$ cat config.mk
export PLATFORM = sky130hd
export DESIGN_NAME = sfx_sequencer
export DESIGN_NICKNAME = d
export VERILOG_FILES = /design/src/rtl/sfx_pkg.sv /design/src/rtl/sfx_tone_gen.sv /design/src/rtl/sfx_sequencer.sv
export SDC_FILE = /design/constraint.sdc
export NUM_CORES = 1
export LEC_CHECK = 0
export ABC_AREA = 1
export CORE_MARGIN = 3
export CORE_UTILIZATION = 33
export CTS_CLUSTER_DIAMETER = 200
export DETAILED_ROUTE_END_ITERATION = 12
export GPL_TIMING_DRIVEN = 0
export PLACE_DENSITY_LB_ADDON = 0.1
export SETUP_SLACK_MARGIN = 0.4
export SYNTH_ARGS = -nofsm -noshare
export SYNTH_HDL_FRONTEND = slang
export SYNTH_SLANG_ARGS = --single-unit
export TNS_END_PERCENT = 50
$ cat constraint.sdc
create_clock -name clk -period 4.7 [get_ports clk]
set_input_delay 1.175 -clock clk [delete_from_list [all_inputs] [get_ports clk]]
set_output_delay 1.175 -clock clk [all_outputs]
set_load 0.01 [all_outputs]
$ cat src/rtl/sfx_pkg.sv
// rtl/sfx_pkg.sv - effect ids, FSM states, note record and constant effect tables
package sfx_pkg;

   typedef enum logic [1:0] {
      SFX_NONE   = 2'd0,
      SFX_JUMP   = 2'd1,
      SFX_GOAL   = 2'd2,
      SFX_SQUASH = 2'd3
   } sfx_id_e;

   typedef enum logic [1:0] {
      ST_IDLE = 2'd0,
      ST_LOAD = 2'd1,
      ST_PLAY = 2'd2
   } state_e;

   typedef struct packed {
      logic [16:0] hp;
      logic [7:0]  dur;
   } note_t;

   // dur==0 is the end marker; goal fills all four slots and ends implicitly.
   function automatic note_t note_lookup(input sfx_id_e id, input logic [1:0] idx);
      note_t n;
      n = '0;
      case ({id, idx})
         {SFX_JUMP,   2'd0}: n = '{hp: 17'd14261, dur: 8'd40};
         {SFX_JUMP,   2'd1}: n = '{hp: 17'd11986, dur: 8'd40};
         {SFX_JUMP,   2'd2}: n = '{hp: 17'd9507,  dur: 8'd60};
         {SFX_GOAL,   2'd0}: n = '{hp: 17'd9507,  dur: 8'd80};
         {SFX_GOAL,   2'd1}: n = '{hp: 17'd0,     dur: 8'd20};
         {SFX_GOAL,   2'd2}: n = '{hp: 17'd9507,  dur: 8'd80};
         {SFX_GOAL,   2'd3}: n = '{hp: 17'd7131,  dur: 8'd200};
         {SFX_SQUASH, 2'd0}: n = '{hp: 17'd28522, dur: 8'd80};
         {SFX_SQUASH, 2'd1}: n = '{hp: 17'd38030, dur: 8'd150};
         default:            n = '0;
      endcase
      return n;
   endfunction

endpackage

$ cat src/rtl/sfx_tone_gen.sv
// rtl/sfx_tone_gen.sv - half-period counter and phase toggle; exposes next-cycle phase
module sfx_tone_gen
   import sfx_pkg::*;
#(
   parameter int HP_W = 17
) (
   input  logic            clk,
   input  logic            reset_n,
   input  logic [HP_W-1:0] hp_i,
   input  logic            restart_i,
   input  logic            en_i,
   output logic            phase_d_o
);

   logic [HP_W-1:0] cnt_q, cnt_d;
   logic            phase_q, phase_d;

   always_comb begin
      cnt_d   = cnt_q;
      phase_d = phase_q;
      if (restart_i) begin
         cnt_d   = '0;
         phase_d = (hp_i != '0);
      end else if (en_i) begin
         if (hp_i == '0) begin
            cnt_d   = '0;
            phase_d = 1'b0;
         end else if (cnt_q == hp_i - HP_W'(1)) begin
            cnt_d   = '0;
            phase_d = ~phase_q;
         end else begin
            cnt_d = cnt_q + HP_W'(1);
         end
      end
   end

   always_ff @(posedge clk or negedge reset_n) begin
      if (!reset_n) begin
         cnt_q   <= '0;
         phase_q <= 1'b0;
      end else begin
         cnt_q   <= cnt_d;
         phase_q <= phase_d;
      end
   end

   assign phase_d_o = phase_d;

endmodule

$ cat src/rtl/sfx_sequencer.sv
// rtl/sfx_sequencer.sv - latches event pulses, arbitrates by priority and sequences effect notes
module sfx_sequencer
   import sfx_pkg::*;
#(
   parameter int TICK_CYCLES = 25175,
   parameter int HP_W        = 17
) (
   input  logic       clk,
   input  logic       reset_n,
   input  logic [2:0] evt_i,
   input  logic       mute_i,
   output logic       sound_o,
   output logic       busy_o,
   output logic [1:0] playing_o
);

   localparam int PW = (TICK_CYCLES > 1) ? $clog2(TICK_CYCLES) : 1;

   state_e         state_q, state_d;
   logic [2:0]     pending_q, pending_d;
   sfx_id_e        playing_q, playing_d;
   logic [1:0]     idx_q, idx_d;
   logic           wrap_q, wrap_d;
   note_t          note_q, note_d;
   logic [PW-1:0]  presc_q, presc_d;
   logic [7:0]     ticks_q, ticks_d;
   logic           sound_q;

   sfx_id_e        sel_id;
   note_t          fetched;
   logic [2:0]     clr;
   logic           start;
   logic           tick_wrap;
   logic           phase_d;

   always_comb begin
      if (pending_q[2])      sel_id = SFX_SQUASH;
      else if (pending_q[1]) sel_id = SFX_GOAL;
      else if (pending_q[0]) sel_id = SFX_JUMP;
      else                   sel_id = SFX_NONE;
   end

   // wrap_q marks that all four slots were played: treated as an end marker.
   assign fetched   = wrap_q ? '0 : note_lookup(playing_q, idx_q);
   assign tick_wrap = (presc_q == PW'(TICK_CYCLES - 1));

   always_comb begin
      state_d   = state_q;
      playing_d = playing_q;
      idx_d     = idx_q;
      wrap_d    = wrap_q;
      note_d    = note_q;
      presc_d   = presc_q;
      ticks_d   = ticks_q;
      start     = 1'b0;
      case (state_q)
         ST_IDLE: begin
            if (pending_q != 3'b000) start = 1'b1;
         end
         ST_LOAD: begin
            note_d  = fetched;
            presc_d = '0;
            ticks_d = '0;
            if (fetched.dur == 8'd0) begin
               state_d   = ST_IDLE;
               playing_d = SFX_NONE;
            end else begin
               state_d = ST_PLAY;
            end
         end
         ST_PLAY: begin
            presc_d = tick_wrap ? '0 : presc_q + PW'(1);
            ticks_d = ticks_q + {7'd0, tick_wrap};
            if (sel_id > playing_q) begin
               start = 1'b1;
            end else if (ticks_q == note_q.dur) begin
               state_d         = ST_LOAD;
               {wrap_d, idx_d} = {1'b0, idx_q} + 3'd1;
            end
         end
         default: state_d = ST_IDLE;
      endcase
      if (start) begin
         state_d   = ST_LOAD;
         playing_d = sel_id;
         idx_d     = '0;
         wrap_d    = 1'b0;
      end
   end

   // A new pulse on the bit being cleared this cycle wins.
   assign clr       = start ? {sel_id == SFX_SQUASH, sel_id == SFX_GOAL, sel_id == SFX_JUMP} : 3'b000;
   assign pending_d = (pending_q & ~clr) | evt_i;

   sfx_tone_gen #(.HP_W(HP_W)) u_tone (
      .clk       (clk),
      .reset_n   (reset_n),
      .hp_i      (HP_W'(note_d.hp)),
      .restart_i (state_q == ST_LOAD),
      .en_i      (state_q == ST_PLAY),
      .phase_d_o (phase_d)
   );

   always_ff @(posedge clk or negedge reset_n) begin
      if (!reset_n) begin
         state_q   <= ST_IDLE;
         pending_q <= '0;
         playing_q <= SFX_NONE;
         idx_q     <= '0;
         wrap_q    <= 1'b0;
         note_q    <= '0;
         presc_q   <= '0;
         ticks_q   <= '0;
         sound_q   <= 1'b0;
      end else begin
         state_q   <= state_d;
         pending_q <= pending_d;
         playing_q <= playing_d;
         idx_q     <= idx_d;
         wrap_q    <= wrap_d;
         note_q    <= note_d;
         presc_q   <= presc_d;
         ticks_q   <= ticks_d;
         sound_q   <= phase_d & (state_d == ST_PLAY) & ~mute_i;
      end
   end

   assign sound_o   = sound_q;
   assign busy_o    = (state_q != ST_IDLE);
   assign playing_o = playing_q;

endmodule
# Word level (Yosys, flattened, before mapping)
# Memories as Yosys holds them, arrays and structs flattened.
# Cells that the tools add are included.
# classes
add_sub_neg	5
n_lt_le_gt_ge	1
n_eq_ne	10
muxes	36
bitwise_logic	7
n_reduce_logical	13
# op_table
cell	n
$mux 17	4
$mux 25	2
$pmux 15 s2	1
$mux 2	13
$add 17x1->17 const B	1
$eq 17x17->1	1
$logic_not 17->1	1
$reduce_bool 17->1	1
$sub 17x1->17 const B	1
$pmux 8 s2	1
$add 15x1->15 const B	1
$eq 15x15->1 const B	1
$mux 15	1
$reduce_bool 2->1	6
$mux 1	11
$add 8x1->8	1
$eq 2x2->1 const B	4
$eq 8x8->1	1
$logic_not 8->1	1
$pmux 2 s3	1
$eq 2x1->1 const B	2
$add 2x1->3 const B	1
$and 3x3->3	1
$mux 3	1
11 further kinds	13
# totals
register_bits	77
romBits	368
input_bits	6
out_inout_bits	4
elab_cells	85
mem_count	1
# mem_list
memory	depth	width	read_ports	rd_ports_with_merged_regs	write_ports	line	rtl
(name not given)	16	23	1	0	0	sfx_pkg.sv:26	case ({id, idx})

# Logic depth before layout (Yosys ltp)
# Gate-level depths: netlist of run 1.
# An unclocked memory read counts as a cell.
# depth
depth_word	11
depth_mapped	24
ltp_nobuf	24

# Modules after synthesis
# A second synthesis of run 1 with hierarchy kept.
# hier_totals
hier_cells	692
hier_area_um2	5142.4
# modules_own_cells
module	n_inst	cells_per_inst	area_each_um2	seq_area_each_um2
sfx_sequencer	1	399	3231.8	1451.4
sfx_tone_gen	1	293	1910.6	450.4

# Worst setup path before layout of run 1
# OpenSTA, ideal clock, no wires.
# synth_timing
path_type	flip-flop to flip-flop
startpoint	register state_q[1]
endpoint	register u_tone.cnt_q[10]
arrival_ns	2.655
required_ns	4.560
setup_slack_ns	1.904
path_stages_with_launch	21
path_cell_list	dfrtp_1 -> inv_1 -> ha_1 -> inv_2 -> nor2_4 -> nand3_1 -> o21ai_2 -> inv_2 -> ha_1 -> xnor2_1 -> xor2_1 -> nand3_1 -> nor2_1 -> nand3_1 -> nor2_1 -> nand2_1 -> nor2_2 -> nand2_4 -> nand2_4 -> buf_12 -> o22ai_2
# synth_lines
item	line	rtl
from (decl)	sfx_sequencer.sv:19	state_e state_q, state_d;
from (signal assigned)	sfx_sequencer.sv:116	state_q <= state_d;
to (signal assigned)	sfx_tone_gen.sv:42	cnt_q <= cnt_d;
to (decl)	sfx_tone_gen.sv:15	logic [HP_W-1:0] cnt_q, cnt_d;

==> metrics.log, run 1 <==
INFO  metric result_of_the_run = complete, no violations
INFO  metric synth_warnings = 0
INFO  metric finalCriticalPeriod = roughly 3.3 ns
INFO  metric drt_drc_violations_left = 0
INFO  metric worst_pin_slew = 0.7237 ns
INFO  metric critical_path.startpoint_type = flop
INFO  metric synth.net_count = about 650
INFO  metric synth-seq-cells = between 70 and 80
INFO  metric maxCapViolCount = 0
INFO  metric static-leakage-power = 2.579 nW
INFO  metric rows = 43
INFO  metric timing.final.setup_violations = 0
INFO  metric timing.final.hold_violations = 0
INFO  metric max-clock-path-buffers = 2
INFO  metric power_density = between 600 and 700 mW/mm2
INFO  metric worst-setup-path-type = reg2reg
INFO  metric detail_route.vias_per_cell = between 4 and 5
INFO  metric irDropWorstVdd = ~0.0002 V
INFO  metric source_of_the_worst_hold_timing_path = presc_q[14]$_DFFE_PN0P_
INFO  metric synthDominantAreaCellType = sky130_fd_sc_hd__dfrtp_1
INFO  metric grt_pass1_wl = a little under 20000 um
INFO  metric finalInstanceArea = approximately 0.0056 mm2
INFO  metric post_cts_resize_count = 0
INFO  metric most-common-layout-cells = sky130_fd_sc_hd__nand2_1, sky130_fd_sc_hd__dfrtp_1, sky130_fd_sc_hd__inv_1, sky130_fd_sc_hd__nor2_1, sky130_fd_sc_hd__nand3_1
INFO  metric core = ~0.014 mm2
INFO  metric dr_total_vias = about 4000
INFO  metric gp_congestion = around 0.82
INFO  metric post-cts-setup-buffer-count = 0
INFO  metric dpl_cell_area = about 0.0052 mm2
INFO  metric netlist-cell-type-count = 44
INFO  metric cts_tree = yes
INFO  metric clock_sinks = 76
INFO  metric fin_skew = ~0.009 ns
INFO  metric initial_core_util = 0.3441
INFO  metric drt-wirelength-per-cell = 13.71 um
INFO  metric crit_required = between 4 and 5 ns
INFO  metric antenna_cells = 0
INFO  metric globalRouteOverflowTotal = 0
INFO  metric yosysSeqAreaShare = 0.3891
INFO  metric finalCritPeriodShare = 0.7117
INFO  metric utilization = 0.3909
INFO  metric detail-route-antenna-nets = 0
INFO  metric drtIter0Drc = roughly 190
INFO  metric async_reset_ff_frac = 1.000
INFO  metric reg2reg_from = state_q[1]$_DFF_PN0_
INFO  metric synth_area = 0.004887 mm2
INFO  metric postSynthAreaPerCell = between 7 and 8 um2
INFO  metric max-slew-margin-rel = 0.5175
INFO  metric io_buffer_count = 9
INFO  metric fin_nets = around 670
INFO  metric clock_tree.htree_level_count = 3
INFO  metric critPathArrivalTime = 3.54 ns
INFO  metric clkLatencyLatePin = approximately 0.34 ns
INFO  metric drtPass1Iterations = 4
INFO  metric number_of_antenna_violations_at_the_first_check_in_global_routing = 0
INFO  metric max_freq = roughly 300 MHz
INFO  metric final_max_tran_viols = 0
INFO  metric min-delay-path-class = reg2reg
INFO  metric netlist_top_cells_area = sky130_fd_sc_hd__dfrtp_1, sky130_fd_sc_hd__nand2_1, sky130_fd_sc_hd__inv_1
INFO  metric drive_above_1_share = 0.1313
INFO  metric worst_path_fanout_max = 10
INFO  metric grt_start_max_net_pins = 51
INFO  metric area_delta_synth_final = 13.59%
INFO  metric worst_slack = 1.355 ns
INFO  metric cts.hold.buffers_added = 0
INFO  metric syn-instance-count = around 630
INFO  metric grtUsageTotal = 0.1524
INFO  metric cts_root_buffer = sky130_fd_sc_hd__clkbuf_16
INFO  metric clk_transition_reported_paths = ~0.06 ns
INFO  metric totalWireLength = 11440 um
INFO  metric synth_top_area_share = 0.3891
INFO  metric die_height = between 100 and 150 um
INFO  metric dpl.hpwl = just under 9000 um
INFO  metric fin_setup_tns = 0 ns
INFO  metric die_area = about 0.016 mm2
INFO  metric number_of_enable_flip_flop_cells_after_synthesis = 0
INFO  metric pre_cts_slack = approximately 1.3 ns
INFO  metric numCtsBuffers = 9
INFO  metric mostFrequentLayoutCell = sky130_fd_sc_hd__nand2_1
INFO  metric floorplan.die.width = between 100 and 150 um
INFO  metric first_global_vias = between 3000 and 4000
INFO  metric grt_setup_unrepaired = no
INFO  metric boundaryPins = 10
INFO  metric setup.worst_path.start = state_q[1]$_DFF_PN0_
INFO  metric dominantRegCellSynth = sky130_fd_sc_hd__dfrtp_1
INFO  metric setup_crit_end_kind = flop
-- power by group --
group	total [mW]	leakage [nW]	internal [mW]	switching (mW)
Sequential	0.865	0.998	0.784	0.0813
Combinational	1.90	1.42	0.628	1.27
Clock	0.758	0.156	0.468	0.291
-- flip-flops by register name, indices dropped and copies added (netlist names), 2 cells and up --
register	count
idx_q	2
note_q	24
pending_q	3
playing_o	2
presc_q	15
state_q	2
ticks_q	8
u_tone.cnt_q	17
-- cells in the mapped netlist, types with 2 or more instances --
| cell type | instances |
|---|---|
| sky130_fd_sc_hd__nand2_1 | 154 |
| sky130_fd_sc_hd__dfrtp_1 | 76 |
| sky130_fd_sc_hd__inv_1 | 72 |
| sky130_fd_sc_hd__nor2_1 | 63 |
| sky130_fd_sc_hd__nand3_1 | 43 |
| sky130_fd_sc_hd__o21ai_0 | 25 |
| sky130_fd_sc_hd__xor2_1 | 23 |
| sky130_fd_sc_hd__nand2_2 | 20 |
| sky130_fd_sc_hd__a21oi_1 | 18 |
| sky130_fd_sc_hd__ha_1 | 18 |
| sky130_fd_sc_hd__nand4_1 | 11 |
| sky130_fd_sc_hd__nor3_1 | 11 |
| sky130_fd_sc_hd__o22ai_2 | 10 |
| sky130_fd_sc_hd__o22ai_1 | 9 |
| sky130_fd_sc_hd__clkbuf_1 | 7 |
| sky130_fd_sc_hd__nor2_4 | 7 |
| sky130_fd_sc_hd__inv_2 | 6 |
| sky130_fd_sc_hd__nor3b_1 | 6 |
| sky130_fd_sc_hd__nor2_2 | 5 |
| sky130_fd_sc_hd__xnor2_1 | 5 |
| sky130_fd_sc_hd__nand2_4 | 4 |
| sky130_fd_sc_hd__nand3_2 | 4 |
| sky130_fd_sc_hd__nor4_1 | 4 |
| sky130_fd_sc_hd__o21bai_1 | 3 |
| sky130_fd_sc_hd__a31o_2 | 2 |
| sky130_fd_sc_hd__buf_4 | 2 |
| sky130_fd_sc_hd__buf_6 | 2 |
| sky130_fd_sc_hd__o211ai_1 | 2 |
| sky130_fd_sc_hd__o31ai_1 | 2 |
-- cell families (layout without fill, tap and decap cells) --
family | Yosys count | after routing | share of synthesized area
AOI/OAI and AO/OA | 78 | 78 | 0.1062
xor gates and xnor gates | 30 | 30 | 0.05837
adders and majority gates | 18 | 18 | 0.04608
buffers and inverters | 92 | 118 | 0.07936
DFF | 76 | 76 | 0.3891
muxes | 1 | 1 | 0.002048
and+or+nand+nor | 334 | 334 | 0.3187
-- final timing paths --
kind | slack (ns) | depth (start not counted) | endpoint
hold / removal | 0.48 | 1 | presc_q[14]$_DFFE_PN0P_
setup reg to reg | 1.36 | 20 | u_tone.cnt_q[11]$_DFFE_PN0P_
min in group asynchronous | 0.75 | 1 | pending_q[1]$_DFF_PN0_
setup / recovery | 1.36 | 20 | u_tone.cnt_q[11]$_DFFE_PN0P_
hold reg to reg | 0.48 | 1 | presc_q[14]$_DFFE_PN0P_
max in group asynchronous | 3.36 | 2 | note_q[16]$_DFF_PN0_
-- cell type report --
| type | count | area (um2) |
|---|---|---|
| buffer | 13 | 88.84 |
| clock buffer | 9 | 225.2 |
| clock inverter | 7 | 98.84 |
| fill | 1498 | 8652 |
| inverter | 79 | 299.0 |
| multi-input combinational | 461 | 2597 |
| sequential | 76 | 1902 |
| tap | 180 | 225.2 |
| timing repair buffer | 10 | 115.1 |
-- through the flow --
step,total power [mW],hold WS [ns],std cells
after floorplan,2.325,0.4379,629
after global routing,3.869,0.5238,835
final,3.522,0.4778,835
after CTS,3.580,0.4734,835
after detailed placement,2.803,0.4562,819
after global placement,2.782,0.4648,818
-- worst max-delay path, stage by stage, from the launching register on --
cell                      delay (ns)
sky130_fd_sc_hd__dfrtp_1        0.41
sky130_fd_sc_hd__inv_1          0.11
sky130_fd_sc_hd__ha_1           0.30
sky130_fd_sc_hd__inv_2          0.17
sky130_fd_sc_hd__nor2_4         0.17
sky130_fd_sc_hd__nand3_1        0.15
sky130_fd_sc_hd__o21ai_2        0.13
sky130_fd_sc_hd__inv_2          0.09
sky130_fd_sc_hd__ha_1           0.24
sky130_fd_sc_hd__xnor2_1        0.18
sky130_fd_sc_hd__xor2_1         0.16
sky130_fd_sc_hd__nand3_1        0.09
sky130_fd_sc_hd__nor2_1         0.13
sky130_fd_sc_hd__nand3_1        0.08
sky130_fd_sc_hd__nor2_1         0.10
sky130_fd_sc_hd__nand2_1        0.08
sky130_fd_sc_hd__nor2_2         0.20
sky130_fd_sc_hd__nand2_4        0.10
sky130_fd_sc_hd__nand2_4        0.11
sky130_fd_sc_hd__buf_12         0.15
sky130_fd_sc_hd__o22ai_2        0.07
-- metal layers --
metal | share of wire | routed length, um | vias to the layer above | GRT usage
met3 | 0.029 | 337 | 13 | 0.03500
met1 | 0.51 | 5814 | 1876 | 0.2125
li1 | - | - | 2078 | -
met4 | 0.018 | 202 | 0 | 0.05431
met5 | 0 | 0 | - | 0
met2 | 0.44 | 5089 | 43 | 0.2323
Note: power is estimated with default switching activity, not from simulation.
==> run 2: changes to the inputs <==
==> constraint.sdc (replaced) <==
create_clock -name clk -period 3.3 [get_ports clk]
set_input_delay 0.825 -clock clk [delete_from_list [all_inputs] [get_ports clk]]
set_output_delay 0.825 -clock clk [all_outputs]
set_load 0.01 [all_outputs]
==> metrics.log, run 2 (synthesis gave the netlist of run 1 again) <==
INFO  metric setup_crit_end_kind = flop
INFO  metric top_family_by_delay_on_critical_path = simple AND/OR/NAND/NOR gates
INFO  metric initial_core_util = 0.3441
INFO  metric grt_start_max_net_pins = 51
INFO  metric fin_worst_hold_slack = about 0.39 ns
INFO  metric drt_drc_violations_left = 0
INFO  metric min-delay-path-class = in2async
INFO  metric die_area = around 0.016 mm2
INFO  metric grtUsageTotal = 0.1588
INFO  metric first_global_vias = between 4000 and 5000
INFO  metric dpl.hpwl = 8807 um
INFO  metric internal-power = between 3 and 4 mW
INFO  metric p_sw_frac = 0.4555
INFO  metric power.switching = around 2.6 mW
INFO  metric max-clock-path-buffers = 2
INFO  metric worst_slack = 0.4250 ns
INFO  metric max_freq = ~350 MHz
INFO  metric mostFrequentLayoutCell = sky130_fd_sc_hd__nand2_1
INFO  metric max_reg_flops = 24
INFO  metric antenna_cells = 0
INFO  metric timing.final.hold_violations = 0
INFO  metric worst_path_fanout_max = 5
INFO  metric power_density = just over 900 mW/mm2
INFO  metric fin_setup_tns = 0 ns
INFO  metric clk_transition_reported_paths = 0.06 ns
INFO  metric most-common-layout-cells = sky130_fd_sc_hd__nand2_1, sky130_fd_sc_hd__dfrtp_1, sky130_fd_sc_hd__inv_1, sky130_fd_sc_hd__nor2_1, sky130_fd_sc_hd__nand3_1
INFO  metric final_power = approximately 5.6 mW
INFO  metric clock_sinks = 76
INFO  metric drtIter0Drc = roughly 240
INFO  metric critPathSlowestCell = sky130_fd_sc_hd__dfrtp_1
INFO  metric final_max_tran_viols = 0
INFO  metric area_delta_synth_final = 23.53%
INFO  metric drive_above_1_share = 0.2102
INFO  metric number_of_antenna_violations_at_the_first_check_in_global_routing = 0
INFO  metric clock_tree.htree_level_count = 3
INFO  metric irDropWorstVdd = between 0.0003 and 0.0004 V
INFO  metric finalCriticalPeriod = ~2.9 ns
INFO  metric utilization = 0.4250
INFO  metric io_buffer_count = 9
INFO  metric critPathArrivalTime = 3.08 ns
INFO  metric pwr-share-comb = 0.589
INFO  metric boundaryPins = 10
INFO  metric max-slew-margin-rel = 0.4188
INFO  metric core = 0.01420 mm2
INFO  metric power.clock.fraction = 0.192
INFO  metric detail-route-antenna-nets = 0
INFO  metric worstPathBufferInverterCount = 5
INFO  metric detail_route.vias_per_cell = about 4.8
INFO  metric fin_skew = ~0.010 ns
INFO  metric critical_path.startpoint_type = flop
INFO  metric crit_required = approximately 3.5 ns
INFO  metric floorplan.die.width = roughly 130 um
INFO  metric fin_nets = a little over 700
INFO  metric gp_congestion = approximately 0.82
INFO  metric totalWireLength = around 12000 um
INFO  metric maxCapViolCount = 0
INFO  metric cpPeakStageDelay = roughly 0.40 ns
INFO  metric worst_pin_slew = about 0.87 ns
INFO  metric dr_total_vias = approximately 4200
INFO  metric timing.final.setup_violations = 0
INFO  metric finalCritPeriodShare = 0.8712
INFO  metric grt_setup_unrepaired = yes
INFO  metric grt_pass1_wl = approximately 21000 um
INFO  metric drtPass1Iterations = 5
INFO  metric static-leakage-power = roughly 2.8 nW
INFO  metric drt-wirelength-per-cell = approximately 14 um
INFO  metric crit_chain = buf_6, buf_12, ha_1, nand2_4, nand3_2, nand3_1, nand2_2, nor2_1, nand2_1, nor2_4, buf_4, nand4_1, nand2_1, nand2_1, nor2_4, nand2_4, nand2_4, buf_12, buf_12, o22ai_4
INFO  metric die_height = 127.7 um
INFO  metric clkLatencyLatePin = approximately 0.35 ns
INFO  metric pre_cts_slack = -0.08587 ns
INFO  metric top_register = note_q
INFO  metric rows = 43
INFO  metric cts_tree = yes
INFO  metric cts_root_buffer = sky130_fd_sc_hd__clkbuf_16
INFO  metric numCtsBuffers = 9
INFO  metric worst-setup-path-type = reg2reg
INFO  metric result_of_the_run = complete, no violations
INFO  metric globalRouteOverflowTotal = 0
INFO  metric reg_top3 = note_q x24, u_tone.cnt_q x17, presc_q x15
INFO  metric pwr-share-seq = 0.219
[run 2: cell types whose count changed in the layout (fill, tap and decap cells not counted), sizes merged]
cell,previous run,this run
buf,8,38
[run 2: final cells by class]
class / count / area [um2]
fillers: 1461 / 8167
multi-input cells: 461 / 2781
flip-flops and latches: 76 / 1904
repair buffers: 40 / 405.4
inverters: 79 / 306.5
clock buffers: 9 / 225.2
well taps: 180 / 225.2
clock inverters: 7 / 98.84
plain buffers: 13 / 90.09
[run 2: worst paths after layout]
check                                   startpoint                           end  slack [ns]  cells after the start
min in group clk           presc_q[14]$_DFFE_PN0P_       presc_q[14]$_DFFE_PN0P_        0.48                      1
setup / recovery              idx_q[0]$_DFFE_PN0P_  u_tone.cnt_q[11]$_DFFE_PN0P_        0.43                     20
max in group asynchronous                  reset_n          note_q[16]$_DFF_PN0_        2.31                      2
hold reg to reg            presc_q[14]$_DFFE_PN0P_       presc_q[14]$_DFFE_PN0P_        0.48                      1
setup reg to reg              idx_q[0]$_DFFE_PN0P_  u_tone.cnt_q[11]$_DFFE_PN0P_        0.43                     20
hold / removal                             reset_n        pending_q[1]$_DFF_PN0_        0.39                      1
[run 2: routing by layer]
metal	up-vias	global-route usage	share of wire
li1	2143	-	-
met1	1966	0.2175	0.50
met3	10	0.03458	0.027
met5	-	0	0
met2	43	0.2512	0.46
met4	0	0.05056	0.012
[run 2: per-stage QoR]
step	cell area, um2	instances
2_1_floorplan	4887	629
3_3_place_gp	5202	818
3_5_place_dp	5228	819
4_1_cts	5934	862
5_1_grt	6037	865
6_report	6037	865
[run 2: power by group through the flow]
stage / Combinational [mW] / Clock (mW) / Sequential [mW]
finish: 3.31 / 1.08 / 1.23
floorplan: 2.09 / 0 / 1.22
CTS: 3.24 / 1.11 / 1.24
global placement: 2.72 / 0 / 1.25
global route: 3.71 / 1.16 / 1.26
detailed placement: 2.74 / 0 / 1.25
[run 2: what timing repair did]
action | CTS | global route
hold buffers | 0 | 0
gates cloned | 1 | 0
endpoints found under the setup margin | 19 | 19
resized for setup | 31 | 19
hold endpoints to repair | 0 | 0
buffers inserted | 26 | 3
pin swaps | 22 | 20
